File: config.mk
export PLATFORM = sky130hd
export DESIGN_NAME = fb_scan_arbiter
export DESIGN_NICKNAME = d
export VERILOG_FILES = /design/src/rtl/fb_pkg.sv /design/src/rtl/fb_timing.sv /design/src/rtl/fb_scan_arbiter.sv
export SDC_FILE = /design/constraint.sdc
export NUM_CORES = 1
export LEC_CHECK = 0
export CAP_MARGIN = 5
export CELL_PAD_IN_SITES_DETAIL_PLACEMENT = 2
export CELL_PAD_IN_SITES_GLOBAL_PLACEMENT = 2
export CORE_MARGIN = 1
export CORE_UTILIZATION = 28
export CTS_BUF_LIST = sky130_fd_sc_hd__clkbuf_2
export DETAILED_ROUTE_END_ITERATION = 8
export GPL_ROUTABILITY_DRIVEN = 0
export PLACE_DENSITY_LB_ADDON = 0.1
export SYNTH_ARGS = -nofsm -noshare
export SYNTH_HDL_FRONTEND = slang
export SYNTH_SLANG_ARGS = --single-unit
File: constraint.sdc
create_clock -name clk -period 2.5 [get_ports clk]
set_input_delay 0.375 -clock clk [delete_from_list [all_inputs] [get_ports clk]]
set_output_delay 0.375 -clock clk [all_outputs]
set_load 0.05 [all_outputs]
File: src/rtl/fb_pkg.sv
// Default raster timing, pixel width and shared types for the framebuffer scan arbiter.
package fb_pkg;

    localparam int unsigned DefWidth  = 128;
    localparam int unsigned DefHeight = 128;
    localparam int unsigned DefMaxX   = 800;
    localparam int unsigned DefMaxY   = 525;
    localparam int unsigned DefHfp    = 16;
    localparam int unsigned DefHsw    = 96;
    localparam int unsigned DefVfp    = 10;
    localparam int unsigned DefVsw    = 2;
    localparam int unsigned RgbW      = 24;

    typedef struct packed {
        logic act;
        logic hs;
        logic vs;
    } scan_ctl_t;

    function automatic int unsigned fb_addr_w(input int unsigned w, input int unsigned h);
        return unsigned'($clog2(w * h));
    endfunction

endpackage

File: src/rtl/fb_timing.sv
// Raster counters with active/sync decode and the frame-wrap and bank-swap strobes.
module fb_timing
    import fb_pkg::*;
#(
    parameter int unsigned WIDTH  = DefWidth,
    parameter int unsigned HEIGHT = DefHeight,
    parameter int unsigned MAX_X  = DefMaxX,
    parameter int unsigned MAX_Y  = DefMaxY,
    parameter int unsigned HFP    = DefHfp,
    parameter int unsigned HSW    = DefHsw,
    parameter int unsigned VFP    = DefVfp,
    parameter int unsigned VSW    = DefVsw
) (
    input  logic      i_clk,
    input  logic      i_rst,
    output scan_ctl_t o_ctl,
    output logic      o_frame_last,
    output logic      o_swap_pt
);

    localparam int unsigned XW = $clog2(MAX_X + 1);
    localparam int unsigned YW = $clog2(MAX_Y + 1);

    localparam logic [XW-1:0] XLast   = XW'(MAX_X - 1);
    localparam logic [YW-1:0] YLast   = YW'(MAX_Y - 1);
    localparam logic [XW-1:0] XAct    = XW'(WIDTH);
    localparam logic [YW-1:0] YAct    = YW'(HEIGHT);
    localparam logic [YW-1:0] YSwap   = YW'(HEIGHT - 1);
    localparam logic [XW-1:0] HsStart = XW'(WIDTH + HFP);
    localparam logic [XW-1:0] HsEnd   = XW'(WIDTH + HFP + HSW);
    localparam logic [YW-1:0] VsStart = YW'(HEIGHT + VFP);
    localparam logic [YW-1:0] VsEnd   = YW'(HEIGHT + VFP + VSW);

    logic [XW-1:0] r_cx;
    logic [YW-1:0] r_cy;
    logic          w_x_last;
    logic          w_y_last;

    assign w_x_last = (r_cx == XLast);
    assign w_y_last = (r_cy == YLast);

    always_ff @(posedge i_clk) begin
        if (i_rst) begin
            r_cx <= '0;
            r_cy <= '0;
        end else if (w_x_last) begin
            r_cx <= '0;
            r_cy <= w_y_last ? '0 : r_cy + 1'b1;
        end else begin
            r_cx <= r_cx + 1'b1;
        end
    end

    always_comb begin
        o_ctl     = '0;
        o_ctl.act = (r_cx < XAct) && (r_cy < YAct);
        o_ctl.hs  = (r_cx >= HsStart) && (r_cx < HsEnd);
        o_ctl.vs  = (r_cy >= VsStart) && (r_cy < VsEnd);
    end

    assign o_frame_last = w_x_last && w_y_last;
    assign o_swap_pt    = w_x_last && (r_cy == YSwap);

endmodule

File: src/rtl/fb_scan_arbiter.sv
// Single-port double-banked framebuffer scheduler: display prefetch during active video,
// plotter writes into the back bank during blanking, bank swap at the top of vblank.
module fb_scan_arbiter
    import fb_pkg::*;
#(
    parameter int unsigned WIDTH  = DefWidth,
    parameter int unsigned HEIGHT = DefHeight,
    parameter int unsigned MAX_X  = DefMaxX,
    parameter int unsigned MAX_Y  = DefMaxY,
    parameter int unsigned HFP    = DefHfp,
    parameter int unsigned HSW    = DefHsw,
    parameter int unsigned VFP    = DefVfp,
    parameter int unsigned VSW    = DefVsw,
    parameter int unsigned RD_LAT = 1,
    parameter int unsigned ADDR_W = fb_addr_w(WIDTH, HEIGHT)
) (
    input  logic              clk,
    input  logic              rst,
    input  logic              wr_req,
    input  logic [ADDR_W-1:0] wr_addr,
    input  logic [RgbW-1:0]   wr_data,
    output logic              wr_gnt,
    output logic              wr_drop,
    input  logic              frame_done,
    output logic              swap_ack,
    output logic              front_bank,
    output logic              mem_en,
    output logic              mem_we,
    output logic [ADDR_W:0]   mem_addr,
    output logic [RgbW-1:0]   mem_wdata,
    input  logic [RgbW-1:0]   mem_rdata,
    output logic              hSync_o,
    output logic              vSync_o,
    output logic              drawArea_o,
    output logic [RgbW-1:0]   pixel_o
);

    localparam int unsigned     D      = RD_LAT + 2;
    localparam logic [ADDR_W:0] Pixels = (ADDR_W + 1)'(WIDTH * HEIGHT);

    scan_ctl_t             w_ctl;
    logic                  w_frame_last;
    logic                  w_swap_pt;
    logic                  w_accept;
    logic                  w_oob;
    logic [ADDR_W-1:0]     r_rd_addr;
    logic                  r_pending;
    scan_ctl_t [D-2:0]     r_pipe;

    fb_timing #(
        .WIDTH  (WIDTH),
        .HEIGHT (HEIGHT),
        .MAX_X  (MAX_X),
        .MAX_Y  (MAX_Y),
        .HFP    (HFP),
        .HSW    (HSW),
        .VFP    (VFP),
        .VSW    (VSW)
    ) u_timing (
        .i_clk        (clk),
        .i_rst        (rst),
        .o_ctl        (w_ctl),
        .o_frame_last (w_frame_last),
        .o_swap_pt    (w_swap_pt)
    );

    assign wr_gnt   = wr_req && !w_ctl.act && !rst;
    assign w_accept = wr_req && wr_gnt;
    assign w_oob    = ({1'b0, wr_addr} >= Pixels);

    always_ff @(posedge clk) begin
        if (rst) begin
            mem_en     <= 1'b0;
            mem_we     <= 1'b0;
            mem_addr   <= '0;
            mem_wdata  <= '0;
            wr_drop    <= 1'b0;
            r_rd_addr  <= '0;
            front_bank <= 1'b0;
            r_pending  <= 1'b0;
            swap_ack   <= 1'b0;
            r_pipe     <= '0;
            hSync_o    <= 1'b0;
            vSync_o    <= 1'b0;
            drawArea_o <= 1'b0;
            pixel_o    <= '0;
        end else begin
            // Address and write data hold on idle and dropped cycles.
            mem_en  <= 1'b0;
            mem_we  <= 1'b0;
            wr_drop <= w_accept && w_oob;
            if (w_ctl.act) begin
                mem_en   <= 1'b1;
                mem_addr <= {front_bank, r_rd_addr};
            end else if (w_accept && !w_oob) begin
                mem_en    <= 1'b1;
                mem_we    <= 1'b1;
                mem_addr  <= {~front_bank, wr_addr};
                mem_wdata <= wr_data;
            end

            if (w_frame_last) begin
                r_rd_addr <= '0;
            end else if (w_ctl.act) begin
                r_rd_addr <= r_rd_addr + 1'b1;
            end

            // A frame_done on the swap edge is absorbed by the swap itself.
            swap_ack <= 1'b0;
            if (w_swap_pt && (r_pending || frame_done)) begin
                front_bank <= ~front_bank;
                r_pending  <= 1'b0;
                swap_ack   <= 1'b1;
            end else if (frame_done) begin
                r_pending <= 1'b1;
            end

            r_pipe     <= {r_pipe[D-3:0], w_ctl};
            hSync_o    <= r_pipe[D-2].hs;
            vSync_o    <= r_pipe[D-2].vs;
            drawArea_o <= r_pipe[D-2].act;
            pixel_o    <= r_pipe[D-2].act ? mem_rdata : '0;
        end
    end

endmodule
After elaboration in Yosys (flattened, before gate mapping)
Cells that the tools add are included.
Word-level totals
  flip-flop bits (word level): 111
  input port bits: 66
  output and inout port bits: 72
  word-level logic and storage cells: 60
Cells by class
  $add $sub $neg: 3
  magnitude comparators: 6
  equality and inequality tests: 3
  mux-type cells: 6
  bitwise gates (word level): 3
  reduce and logical (&&, ||, !) cells: 19
Operators with widths (count)
  10-bit by 8-bit < comparator with 1-bit output (second input constant): 4
  15-bit 2-to-1 mux: 2
  10-bit by 1-bit adder with 10-bit output (second input constant): 2
  10-bit == test (second input constant): 2
  10-bit by 8-bit greater-or-equal comparator with 1-bit output (second input constant): 2
  14-bit by 1-bit adder with 14-bit output (second input constant): 1
  10-bit by 7-bit == test with 1-bit output (second input constant): 1
  10-bit 2-to-1 mux: 1
  2-bit OR reduction: 5
  1-bit logical AND: 9
  1-bit 2-to-1 mux: 3
  1-bit NOT: 3
  1-bit logical NOT: 2
  2-bit AND reduction: 1
  2-bit nonzero test: 1
  1-bit logical OR: 1

Logic depth before layout (Yosys ltp)
  depth in word-level cells: 8
  mapped depth: 8
  depth with buffers taken out: 5

Modules after synthesis
From an unflattened synthesis, not the netlist that was laid out.
Second synthesis, totals
  cells, all modules: 468
  area total of the unflattened synthesis: 4327.9 µm²
Modules (own cells, without submodules)
  fb_scan_arbiter: instances 1, cells each 342, area an instance 3234.4 µm², seq. area each 1821.7 µm²
  fb_timing: instances 1, cells each 126, area an instance 1093.5 µm², seq. area each 400.4 µm²

Least setup slack after synthesis
Ideal clock, no wire load.
  kind: input-to-output
  start point: in wr_req
  end point: out wr_gnt
  arrival time: 1892 ps
  data required time: 2125 ps
  setup slack: 233 ps
  stages: 6
  path buffers: 3
  path through: clkbuf_1 inv_1 a21o_1 clkbuf_1 buf_2 nor2_1
On the way
  longest elaborated chain between the ends: 2
Ends and longest elaborated chain
  start: declaration: RTL line fb_scan_arbiter.sv:19  | input logic wr_req,
  1-bit logical AND (2 in series): RTL line fb_scan_arbiter.sv:67  | assign wr_gnt = wr_req && !w_ctl.act && !rst;
  end: declaration: RTL line fb_scan_arbiter.sv:22  | output logic wr_gnt,
Every way passes these cells.

Worst setup path in the final report
  start point: reg front_bank
  end point: out front_bank
RTL lines
  start: declaration: RTL line fb_scan_arbiter.sv:26  | output logic front_bank,
  start signal: assignment: RTL line fb_scan_arbiter.sv:111  | front_bank <= ~front_bank;
No word-level cell between the ends.

==> impl_metrics.json <==
{
  "status": "finished, violations left",
  "violations": "DRC",
  "die_w_um": 125,
  "clock_sinks": 111,
  "cts_tree": "done",
  "holdWs_ns": 0.166,
  "drt-total-wl_mm": 12.4,
  "cp_top_family": "buffers and inverters",
  "power-per-cell-area_mw_per_mm2": 509,
  "hpwl_mm": 9.18,
  "antenna_found_initial": 1,
  "clk_transition_reported_paths_ns": 0.29,
  "synthTopCellsByArea": "dfxtp_1 (52%), nand2_1 (5.0%), mux2i_1 (4.2%)",
  "drv_cap": 0,
  "r2r-end": "r_rd_addr[0]",
  "worstPathMaxFanout": 2,
  "worst_skew_pair.late_latency_ns": 0.64,
  "async_flop_share_pct": 0,
  "worstReg2RegStart": "u_timing.r_cx[0]",
  "ir_worst_vdd_mv": 0.238,
  "ys.flop_type": "dfxtp_1",
  "initial_utilization_pct": 29.0,
  "rsz0062_at_grt": "no",
  "routedWlPerCell_um": 16.1,
  "yosysSeqAreaShare_pct": 52.4,
  "cts_buffer_depth": 2,
  "design_area_sq_mm": 0.00594,
  "ys_types": 47,
  "grt_max_degree": 37,
  "synth_edf_count": 0,
  "finalCriticalPeriod_ns": 2.32,
  "fin_tns_setup_ns": 0,
  "drive_gt1_share_pct": 6.81,
  "worst_hold_path.endpoint": "r_pipe[4]",
  "critPathBufInv": 1,
  "firstDrtPassIters": 6,
  "critPathLaunchType": "flop",
  "crit_chain": "clkdlybuf4s50_1",
  "ios": 138,
  "path_class": "reg -> out",
  "io_buffers": 136,
  "ant_nets": 0,
  "overflow": 0,
  "die_area_sq_mm": 0.0156,
  "synth_cells": 455,
  "avgSynthCellArea_sq_um": 9.32,
  "synth-seq-cells": 111,
  "worstPathArrival_ns": 1.94,
  "grt_pass1_wl_mm": 20.6,
  "nFillCells": 1621,
  "numCtsBuffers": 9,
  "area_growth_syn_to_layout_pct": 40.2,
  "track_usage_pct": 16.8,
  "tightest_slew_ns": 0.541,
  "htreeDepth": 3,
  "drtIter0Drc": 111,
  "maxSlewHeadroom_pct": 63.4,
  "holdPathStages": 2,
  "max_freq_ghz": 0.432,
  "coreArea_sq_mm": 0.0146,
  "nets": 655,
  "finalSetupViolations": 0,
  "ctsHoldBuffers": 0,
  "hold_viol": 0,
  "min_from": "rst",
  "ys_warn_count": 0,
  "hp-class": "in -> reg",
  "place_area_sq_mm": 0.00580,
  "p_leak_nw": 2.07,
  "drv_slew": 0,
  "crit_required_ns": 2.12,
  "reg2reg_depth": 6,
  "rows": 44,
  "grt_pass1_vias": 4049,
  "drc": 14,
  "syn_area_sq_mm": 0.00424,
  "synth_nets": 526,
  "fin_worst_skew_ns": 0.0395,
  "reg2reg_slack_ns": 0.26,
  "slowest_stage": "clkdlybuf4s50_1",
  "root_buffer": "clkbuf_2",
  "endpoint_kind": "primary output",
  "synth_largest_area_cell": "dfxtp_1",
  "die_h_um": 125,
  "detail_route.vias_per_cell": 4.75,
  "max_stage_delay_ns": 0.86,
  "finalCritPeriodShare_pct": 92.7,
  "synth.top_cell.area_share_pct": 52.4,
  "via_count": 3669
}
==> final cells by class <==
| type | instances | area (sq um) | share of cell area [%] |
|---|---|---|---|
| Inverter | 9 | 33.8 | 0.568 |
| Sequential cell | 111 | 2230 | 37.4 |
| Multi-Input combinational cell | 305 | 1870 | 31.4 |
| Antenna cell | 1 | 2.50 | 0.0421 |
| Timing Repair Buffer | 148 | 1460 | 24.5 |
| Clock buffer | 9 | 45.0 | 0.758 |
| Clock inverter | 5 | 81.3 | 1.37 |
| Tap cell | 184 | 230 | 3.87 |
==> registers in the layout, indices dropped and copies added, names as in the netlist <==
signal / cells
mem_wdata: 24
pixel_o: 24
mem_addr: 15
r_rd_addr: 14
u_timing.r_cx: 10
u_timing.r_cy: 10
r_pipe: 6
drawArea_o: 1
front_bank: 1
hSync_o: 1
mem_en: 1
mem_we: 1
r_pending: 1
swap_ack: 1
vSync_o: 1
==> logic make-up after synthesis <==
logic type | count (synthesis) | share of synthesized area, %
and+or+nand+nor | 197 | 24.3
DFF | 111 | 52.4
AOI/OAI and AO/OA | 61 | 8.68
buffers and inverters | 39 | 3.84
xor gates and xnor gates | 21 | 4.34
muxes | 20 | 4.87
adders and majority gates | 5 | 1.48
other | 1 | 0.0884
==> cell usage after synthesis, types with 2 or more instances <==
cell	number
or4_1	5
nor3b_1	2
clkbuf_1	23
ha_1	5
nor2_1	39
nand3_1	16
a211oi_1	14
or3_1	2
and3_1	2
o31ai_1	6
a21oi_1	35
nand4_1	8
and2_1	26
dfxtp_1	111
inv_1	9
mux2i_1	18
nor4b_1	3
nor4_1	6
nor2b_1	7
buf_2	3
and4_1	2
nor4bb_1	2
xnor2_1	10
nor3_1	12
xor2_1	11
nand2_1	56
o21ai_0	2
==> layer usage <==
| layer | global-route usage (%) | routed length [um] | up-vias |
|---|---|---|---|
| met2 | 29.2 | 6110 | 82 |
| met3 | 4.24 | 564 | 17 |
| met5 | 0 | 0 | - |
| met1 | 19.5 | 5510 | 1764 |
| met4 | 7.32 | 263 | 0 |
| li1 | - | - | 1806 |
==> worst max path at each step <==
stage | slack (ns) | start | cells past startpoint | to
detailed placement | 0.33 | u_timing.r_cx[0] | 6 | r_rd_addr[5]
finish | 0.18 | front_bank | 1 | front_bank
global placement | 0.42 | u_timing.r_cx[0] | 5 | front_bank
CTS | 0.02 | u_timing.r_cy[7] | 5 | wr_gnt
global route | 0.008 | u_timing.r_cx[7] | 4 | wr_gnt
floorplan | 0.23 | wr_req | 6 | wr_gnt
==> layout by cell type (no fill, tap or decap), types with 3 or more instances in the layout <==
cell type and count:
o31ai_1 6, nor2_1 39, ha_1 5, nor3_2 3
dfxtp_2 3, nor3_1 10, inv_1 9, mux2i_1 18
nand2_1 56, xnor2_1 10, or4_1 5, xor2_1 11
and2_1 26, a211oi_1 14, dfxtp_1 108, nor4b_1 3
nand3_1 16, clkbuf_2 9, clkdlybuf4s50_1 134, buf_4 12
nand4_1 8, a21oi_1 34, nor2b_1 7, nor4_1 6
==> report_power, final <==
group          switching, mW  leakage [nW]  total (mW)  internal (mW)
Clock                  0.603        0.0763       0.928          0.324
Combinational          0.131          1.09       0.276          0.145
Sequential            0.0158         0.900        1.82           1.80
==> repair_timing <==
item / CTS / global route
cloned: 0 / 0
hold endpoints to repair: 0 / 0
endpoints found under the setup margin: 1 / 1
gates resized for setup: 2 / 3
buffers inserted: 0 / 0
==> through the flow <==
stage               setup slack [ns]  cells  power, mW  util (%)
global route                 0.00755    772       3.16      40.6
finish                         0.183    772       3.02      40.6
global placement               0.423    757       2.12      39.6
detailed placement             0.331    757       2.13      39.6
floorplan                      0.233    455       1.97         -
CTS                           0.0238    771       3.08      40.6
(Power assumes the default switching activity.)
